### config.mk
export PLATFORM = sky130hd
export DESIGN_NAME = boot_loader
export DESIGN_NICKNAME = d
export VERILOG_FILES = /design/src/rtl/boot_loader_pkg.sv /design/src/rtl/boot_loader_byte_packer.sv /design/src/rtl/boot_loader.sv
export SDC_FILE = /design/constraint.sdc
export NUM_CORES = 1
export LEC_CHECK = 0
export CELL_PAD_IN_SITES_DETAIL_PLACEMENT = 1
export CELL_PAD_IN_SITES_GLOBAL_PLACEMENT = 1
export CORE_MARGIN = 10
export CORE_UTILIZATION = 49
export CTS_CLUSTER_SIZE = 16
export DETAILED_ROUTE_END_ITERATION = 8
export DONT_BUFFER_PORTS = 1
export GPL_ROUTABILITY_DRIVEN = 0
export GPL_TIMING_DRIVEN = 1
export PLACE_DENSITY = 0.9
export RECOVER_POWER = 100
export SLEW_MARGIN = 20
export SYNTH_ARGS = -nofsm -noshare
export SYNTH_HDL_FRONTEND = slang
export SYNTH_SLANG_ARGS = --single-unit
### constraint.sdc
create_clock -name clk -period 3.1 [get_ports clk]
set_input_delay 0.465 -clock clk [delete_from_list [all_inputs] [get_ports clk]]
set_output_delay 0.465 -clock clk [all_outputs]
set_load 0.02 [all_outputs]
### src/rtl/boot_loader_pkg.sv
// ============================================================================
// boot_loader_pkg : loader FSM states, stream constants, header check | rev 1.0
// ============================================================================
`default_nettype none
`timescale 1ns/1ps

package boot_loader_pkg;

  typedef enum logic [2:0] {
    ST_HDR_HI = 3'd0,
    ST_HDR_LO = 3'd1,
    ST_DATA   = 3'd2,
    ST_HOLD   = 3'd3,
    ST_RUN    = 3'd4,
    ST_ERR    = 3'd5
  } state_e;

  localparam int HDR_BYTES  = 2;
  localparam int WORD_BYTES = 4;
  localparam int BIDX_W     = $clog2(WORD_BYTES);

  // Empty images skip straight to the reset hold; counts beyond memory depth are rejected.
  function automatic state_e hdr_next_state(input logic [8*HDR_BYTES-1:0] n,
                                            input int                   addr_w);
    logic [32:0] limit;
    limit = 33'd1 << addr_w;
    if (n == '0) begin
      return ST_HOLD;
    end else if ({{(33 - 8*HDR_BYTES){1'b0}}, n} <= limit) begin
      return ST_DATA;
    end else begin
      return ST_ERR;
    end
  endfunction

endpackage

`default_nettype wire

### src/rtl/boot_loader_byte_packer.sv
// ============================================================================
// byte_packer : MSB-first byte-to-word assembly with word-complete flag | rev 1.0
// ============================================================================
`default_nettype none
`timescale 1ns/1ps

module byte_packer
  import boot_loader_pkg::*;
(
  input  logic                    clk,
  input  logic                    rst_ni,
  input  logic                    clr_i,
  input  logic                    valid_i,
  input  logic [7:0]              byte_i,
  output logic                    word_done_o,
  output logic [8*WORD_BYTES-1:0] word_o
);

  localparam int                WORD_W   = 8 * WORD_BYTES;
  localparam logic [BIDX_W-1:0] LAST_IDX = BIDX_W'(WORD_BYTES - 1);

  logic [BIDX_W-1:0] idx_q, idx_d;
  logic [WORD_W-1:0] shift_q, shift_d;

  always_comb begin
    idx_d   = idx_q;
    shift_d = shift_q;
    if (clr_i) begin
      idx_d = '0;
    end else if (valid_i) begin
      idx_d   = idx_q + BIDX_W'(1);
      shift_d = {shift_q[WORD_W-9:0], byte_i};
    end
  end

  always_ff @(posedge clk or negedge rst_ni) begin
    if (!rst_ni) begin
      idx_q   <= '0;
      shift_q <= '0;
    end else begin
      idx_q   <= idx_d;
      shift_q <= shift_d;
    end
  end

  // The final byte is merged combinationally so the word is ready on its accept cycle.
  assign word_done_o = valid_i && !clr_i && (idx_q == LAST_IDX);
  assign word_o      = {shift_q[WORD_W-9:0], byte_i};

endmodule

`default_nettype wire

### src/rtl/boot_loader.sv
// ============================================================================
// boot_loader : byte-stream program loader with CPU reset sequencing | rev 1.0
// ============================================================================
`default_nettype none
`timescale 1ns/1ps

module boot_loader
  import boot_loader_pkg::*;
#(
  parameter int ADDR_W   = 8,
  parameter int RST_HOLD = 16
) (
  input  logic              clk,
  input  logic              reset,
  input  logic [7:0]        rx_data,
  input  logic              rx_valid,
  output logic              rx_ready,
  input  logic              start,
  output logic              im_we,
  output logic [ADDR_W-1:0] im_addr,
  output logic [31:0]       im_wdata,
  output logic              cpu_reset,
  output logic              done,
  output logic              err
);

  localparam int         HDR_W     = 8 * HDR_BYTES;
  localparam logic [7:0] HOLD_LAST = 8'(RST_HOLD - 1);

  state_e            state_q, state_d;
  logic [HDR_W-1:0]  n_q, n_d;
  logic [ADDR_W-1:0] widx_q, widx_d;
  logic [7:0]        hold_q, hold_d;
  logic              we_q, we_d;
  logic [ADDR_W-1:0] addr_q, addr_d;
  logic [31:0]       wdata_q, wdata_d;
  logic              rx_ready_q, rx_ready_d;
  logic              cpu_reset_q, cpu_reset_d;
  logic              done_q, done_d;
  logic              err_q, err_d;

  logic              xfer;
  logic              word_done;
  logic [31:0]       word;
  logic              last_word;

  assign xfer      = rx_valid && rx_ready_q;
  assign last_word = (32'(widx_q) + 32'd1) == 32'(n_q);

  byte_packer u_packer (
    .clk         (clk),
    .rst_ni      (reset),
    .clr_i       (state_q != ST_DATA),
    .valid_i     (xfer && (state_q == ST_DATA)),
    .byte_i      (rx_data),
    .word_done_o (word_done),
    .word_o      (word)
  );

  always_comb begin
    state_d = state_q;
    n_d     = n_q;
    widx_d  = widx_q;
    hold_d  = hold_q;
    we_d    = 1'b0;
    addr_d  = addr_q;
    wdata_d = wdata_q;

    case (state_q)
      ST_HDR_HI: begin
        if (xfer) begin
          n_d     = {rx_data, n_q[7:0]};
          state_d = ST_HDR_LO;
        end
      end
      ST_HDR_LO: begin
        if (xfer) begin
          n_d     = {n_q[HDR_W-1:8], rx_data};
          widx_d  = '0;
          hold_d  = '0;
          state_d = hdr_next_state(n_d, ADDR_W);
        end
      end
      ST_DATA: begin
        if (word_done) begin
          we_d    = 1'b1;
          addr_d  = widx_q;
          wdata_d = word;
          widx_d  = widx_q + ADDR_W'(1);
          if (last_word) begin
            hold_d  = '0;
            state_d = ST_HOLD;
          end
        end
      end
      ST_HOLD: begin
        if (hold_q == HOLD_LAST) begin
          state_d = ST_RUN;
        end else begin
          hold_d = hold_q + 8'd1;
        end
      end
      ST_RUN, ST_ERR: begin
        if (start) begin
          state_d = ST_HDR_HI;
        end
      end
      default: state_d = ST_HDR_HI;
    endcase

    // Status outputs are decoded from the next state so they register alongside it.
    rx_ready_d  = (state_d == ST_HDR_HI) || (state_d == ST_HDR_LO) || (state_d == ST_DATA);
    cpu_reset_d = (state_d != ST_RUN);
    done_d      = (state_d == ST_RUN);
    err_d       = (state_d == ST_ERR);
  end

  always_ff @(posedge clk or negedge reset) begin
    if (!reset) begin
      state_q     <= ST_HDR_HI;
      n_q         <= '0;
      widx_q      <= '0;
      hold_q      <= '0;
      we_q        <= 1'b0;
      addr_q      <= '0;
      wdata_q     <= '0;
      rx_ready_q  <= 1'b1;
      cpu_reset_q <= 1'b1;
      done_q      <= 1'b0;
      err_q       <= 1'b0;
    end else begin
      state_q     <= state_d;
      n_q         <= n_d;
      widx_q      <= widx_d;
      hold_q      <= hold_d;
      we_q        <= we_d;
      addr_q      <= addr_d;
      wdata_q     <= wdata_d;
      rx_ready_q  <= rx_ready_d;
      cpu_reset_q <= cpu_reset_d;
      done_q      <= done_d;
      err_q       <= err_d;
    end
  end

  assign rx_ready  = rx_ready_q;
  assign im_we     = we_q;
  assign im_addr   = addr_q;
  assign im_wdata  = wdata_q;
  assign cpu_reset = cpu_reset_q;
  assign done      = done_q;
  assign err       = err_q;

endmodule

`default_nettype wire

### After elaboration in Yosys (flattened, before gate mapping)

Cells that the tools add are included.

| storage, ports and cells | value |
|---|---|
| word-level logic and storage cells | 83 |
| bits in registers | 106 |
| output and inout port bits | 45 |
| ROM bits | 0 |
| memories | 0 |
| bits in writable memories | 0 |
| bits in latches | 0 |

| operators by class | value |
|---|---|
| mux-type cells | 23 |
| div/mod/pow operators | 0 |
| multiply operators | 0 |
| reductions and logical operators | 20 |
| shift-type cells | 0 |
| eq/ne operators | 18 |
| bitwise logic cells | 3 |
| $lt $le $gt $ge | 1 |
| add/subtract/negate cells | 4 |

Operators with widths:

| operator | number |
|---|---|
| two-way mux 8 bit | 6 |
| case mux 16 bit (2 select lines) | 1 |
| two-way mux 3 bit | 8 |
| case mux 8 bit (3 select lines) | 1 |
| adder 8 x 1 -> 8 bit (second input constant) | 2 |
| == test 9 x 16 -> 1 bit | 1 |
| <= comparator 16 x 9 -> 1 bit (second input constant) | 1 |
| zero test 16 bit | 1 |
| two-way mux 16 bit | 1 |
| case mux 8 bit (2 select lines) | 1 |
| case mux 3 bit (5 select lines) | 1 |
| == test 3 bit (second input constant) | 4 |
| adder 8 x 1 -> 9 bit (second input constant) | 1 |
| == test 3 x 2 -> 1 bit (second input constant) | 3 |
| AND reduction 3 bit | 3 |
| == test 8 x 4 -> 1 bit (second input constant) | 1 |
| == test 3 x 1 -> 1 bit (second input constant) | 2 |
| zero test 3 bit | 2 |
| != test 2 bit (second input constant) | 3 |
| AND reduction 5 bit | 1 |
| logical AND 1 bit | 4 |
| two-way mux 2 bit | 2 |
| AND reduction 2 bit | 2 |
| nonzero test 2 bit | 2 |
| other kinds (11) | 15 |

### Longest topological paths before layout

| depth | value |
|---|---|
| word-level depth | 9 |
| mapped depth | 10 |

### By module

Synthesis repeated with hierarchy kept, for this count alone.

| unflattened totals | value |
|---|---|
| cells, all modules | 450 |
| area total of the unflattened synthesis | 4768.3 um2 |

By module, submodules not included:

| module | area an instance (um2) | seq. area each (um2) | cells each | times used |
|---|---|---|---|---|
| boot_loader | 3606.0 | 2004.4 | 382 | 1 |
| byte_packer | 1162.4 | 650.6 | 68 | 1 |

### Least setup slack after synthesis

No wires, ideal clock.

| timing | value |
|---|---|
| path kind | register to register |
| start point | register state_q[2] |
| end point | register hold_q[4] |
| library setup time | 0.133 ns |
| slack | 0.876 ns |
| path buffers | 3 |
| arrival time | 2.091 ns |
| required time | 2.967 ns |
| cell stages (with the launch flop) | 11 |
| path through | dfrtp_1 > buf_6 > or3b_1 > buf_2 > or2_1 > buf_6 > inv_6 > nand4_4 > a211o_1 > nor4_2 > o22ai_1 |

| on the way | value |
|---|---|
| cells in the longest elaborated chain, start to end | 6 |
| elaborated cells between the ends (all ways) | 15 |

Ends and longest elaborated chain:

| item | RTL line | source |
|---|---|---|
| start: declaration | boot_loader.sv:30 | `state_e state_q, state_d;` |
| start signal: assignment | boot_loader.sv:132 | `state_q <= state_d;` |
| == test 3 x 2 -> 1 bit / != test 3 x 2 -> 1 bit (equally long branches) | boot_loader.sv:54, boot_loader.sv:69, boot_loader.sv:53 |  |
| logical AND 1 bit / zero test 1 bit (equally long branches) | boot_loader.sv:54, boot_loader_byte_packer.sv:47 |  |
| logical AND 1 bit (2 in series) | boot_loader_byte_packer.sv:47 | `assign word_done_o = valid_i && !clr_i && (idx_q == LAST_IDX);` |
| != test 2 x 1 -> 1 bit (no source line) | - |  |
| AND reduction 5 bit (no source line) | - |  |
| end signal: assignment | boot_loader.sv:135 | `hold_q <= hold_d;` |
| end: declaration | boot_loader.sv:33 | `logic [7:0] hold_q, hold_d;` |

Several ways; a longest one is shown, not always the timed one.
A chain may end at the register's enable or synchronous reset.

### Final worst setup path

| timing | value |
|---|---|
| start point | register n_q[12] |
| end point | register hold_q[4] |

| on the way | value |
|---|---|
| cells in the longest elaborated chain, start to end | 3 |

Ends and longest elaborated chain:

| item | RTL line | source |
|---|---|---|
| start: declaration | boot_loader.sv:31 | `logic [HDR_W-1:0] n_q, n_d;` |
| start signal: assignment | boot_loader.sv:133 | `n_q <= n_d;` |
| == test 9 x 16 -> 1 bit | boot_loader.sv:48 | `assign last_word = (32'(widx_q) + 32'd1) == 32'(n_q);` |
| != test 2 bit (no source line) | - |  |
| AND reduction 5 bit (no source line) | - |  |

Every way passes these cells.

==> impl_metrics.toml <==
[status]
status = "finished, violations left"
violations = "capacitance limit, slew limit"

[routing]
drt-initial-drc-count = 199
viasPerCell = 5.67
vias = 3350
drtPass1Iterations = 4
wire_per_inst_um = 20.0
wl_um = 11800
ant_nets = 0
route.detailed.drc = 0

[clock_tree]
holdBufCountCts = 1
cts.sinks = 106
clock_path_buffers = 2
numCtsBuffers = 9
clk_pin_slew_ps = 120
htreeDepth = 3
post-cts-setup-buffers = 0
ctsRootBufferMaster = "clkbuf_8"
clock_latency_ps = 390
cts_tree = "built"
postCtsResizedCells = 0

[timing]
min_period_over_period_pct = 87.0
finalHoldViolCount = 0
finalSetupTns_ps = 0
finalSetupViolations = 0
fin_ws_ps = 404
rsz0062_at_grt = "no"
skew_ps = 13.9
slew_viol_final = 107
min_period_ps = 2700
hold_slack_ps = 178
fmax_mhz = 371
slew-limit-headroom_pct = -69.1
tightest_slew_ps = 2540

[synthesis]
synth_cell_types = 56
avgSynthCellArea_um2 = 10.0
ys_top_cells_by_area = "dfrtp_1 55%, nand2_1 13%, mux2_2 7.7%, nor2_1 1.8%, clkbuf_1 1.5%"
synth-edff-count = 0
synth_flop_cell = "dfrtp_1"
synthArstFlopShare_pct = 100
synth_seq_cells = 106
synth_cells = 467
synth.top_cell.area_share_pct = 55.5
yosys_warnings = 0
syn-num-nets = 482
synth_largest_area_cell = "dfrtp_1"
syn_area_mm2 = 0.00469
ys_seq_area_share_pct = 56.6

[power_and_ir_drop]
clockPowerShare_pct = 26.5
power.density_mw_per_mm2 = 723
p_int_uw = 2400
seqPwrFrac_pct = 54.1
peakVddDrop_uv = 337
p_comb_share_pct = 19.4
swShare_pct = 33.5
p_total_uw = 3600
leakagePower_uw = 0.00244
p_sw_uw = 1210

[cells_and_area]
mostFrequentLayoutCells = "164 x nand2_1, 104 x dfrtp_1, 32 x mux2_2"
multi_input_area_mm2 = 0.00189
fillers = 1064
drive_gt1_share_pct = 13.2
antenna_cells = 0
fin_area_mm2 = 0.00498
nets = 472
areaGrowthSynthToFinish_pct = 6.22
seq_area_mm2 = 0.00266
layout_commonest_cell = "nand2_1"

[hold_path]
hp-start = "rx_data[1]"
hold_class = "primary input to register"
hold_depth = 2
whs_endpoint = "im_wdata[1]"

[floorplanning]
io_pins = 57
dieArea_mm2 = 0.0139
rows = 35
dieHeight_um = 118
initial_core_util_pct = 50.5
die_w_um = 118
design.core.area_mm2 = 0.00928

[critical_path]
r2r_slack_ps = 400
timing.rr.start = "n_q[12]"
reg2reg_depth = 6
cp.arrival_ps = 2970
r2r_end = "hold_q[4]"
start_kind = "register"
required_ps = 3370
endpoint_kind = "register"
crit_type = "register to register"
cp_max_fo = 3

[placed_design]
numPortBuffers = 0
hpwl_um = 8210
place_ws_ps = 608
placed_area_mm2 = 0.00476

[run]
drv_cap = 1

[global_route]
grt_antenna_before_repair = 0
grt.total_usage_pct = 17.3
grt_pass1_wl_um = 19700
grt_max_degree = 107
gr-total-overflow = 0
grt_pass1_vias = 3750
final cells by class:
cell class / instances / share of cell area, %
clock inverter: 7 / 2.16
sequential: 106 / 53.3
clock buffer: 9 / 2.49
tap: 129 / 3.24
inverter: 3 / 0.326
multi-input combinational: 333 / 38.0
timing repair buffer: 4 / 0.502
state kept, by name, summed over array words and instances (netlist names):
register	cells
err	1
widx_q	8
rx_ready	1
done	1
im_we	1
im_wdata	32
u_packer.shift_q	24
im_addr	8
n_q	16
cpu_reset	1
hold_q	8
u_packer.idx_q	2
state_q	3
logic make-up after synthesis:
| logic type | synth area share [%] |
|---|---|
| fa+ha+maj | 0.800 |
| xor+xnor | 2.05 |
| mux | 7.68 |
| compound gates | 7.66 |
| flops | 56.6 |
| buf+inv | 2.83 |
| simple gates | 22.4 |
per-stage QoR:
| stage | instances | utilization, % |
|---|---|---|
| 6_report | 591 | 53.7 |
| 5_1_grt | 591 | 53.7 |
| 4_1_cts | 591 | 54.1 |
| 3_5_place_dp | 574 | 51.3 |
| 3_3_place_gp | 574 | 51.3 |
| 2_1_floorplan | 467 | - |
power groups by stage:
stage / clock network (µW) / logic (µW) / registers, µW
floorplan: 0 / 574 / 1860
global placement: 0 / 613 / 1940
detailed placement: 0 / 666 / 1980
CTS: 974 / 713 / 1960
global route: 1030 / 778 / 1990
finish: 954 / 699 / 1950
worst max-delay path, cell delays in order, from the launching register on:
cell     delay (ps)
dfrtp_1         390
or4_1           550
nor4_1          740
nand4_4         150
a211o_1         350
nor4_1          270
o22ai_1         130
per-layer routing:
layer / track usage, % / wire [µm] / share of wire, % / vias up
met4: 6.72 / 327 / 2.8 / 0
li1: - / - / - / 1553
met5: 0 / 0 / 0 / -
met2: 30.2 / 6080 / 51 / 80
met1: 18.9 / 4660 / 39 / 1690
met3: 5.85 / 771 / 6.5 / 27
synthesized netlist by cell type, drive strengths merged (3+ instances only):
master and number:
clkbuf 19, o31ai 5, and3 5, nor2b 4
nor2 23, nand2 164, a21oi 4, inv 3
xnor2 7, xor2 4, a21o 3, buf 6
and2 8, a31oi 4, o21ai 15, nor4 5
nor3 3, mux2 32, dfrtp 104, nand3 7
ha 3
how the worst max path moves through the flow:
stage | startpoint | end | slack [ps] | cells past startpoint
global route | reset | u_packer.shift_q[0] | 250 | 1
global placement | state_q[2] | hold_q[4] | 700 | 7
detailed placement | state_q[2] | hold_q[4] | 610 | 7
CTS | state_q[2] | hold_q[4] | 590 | 7
floorplan | state_q[2] | hold_q[4] | 880 | 10
finish | n_q[12] | hold_q[4] | 400 | 6
(Power assumes the default switching activity.)
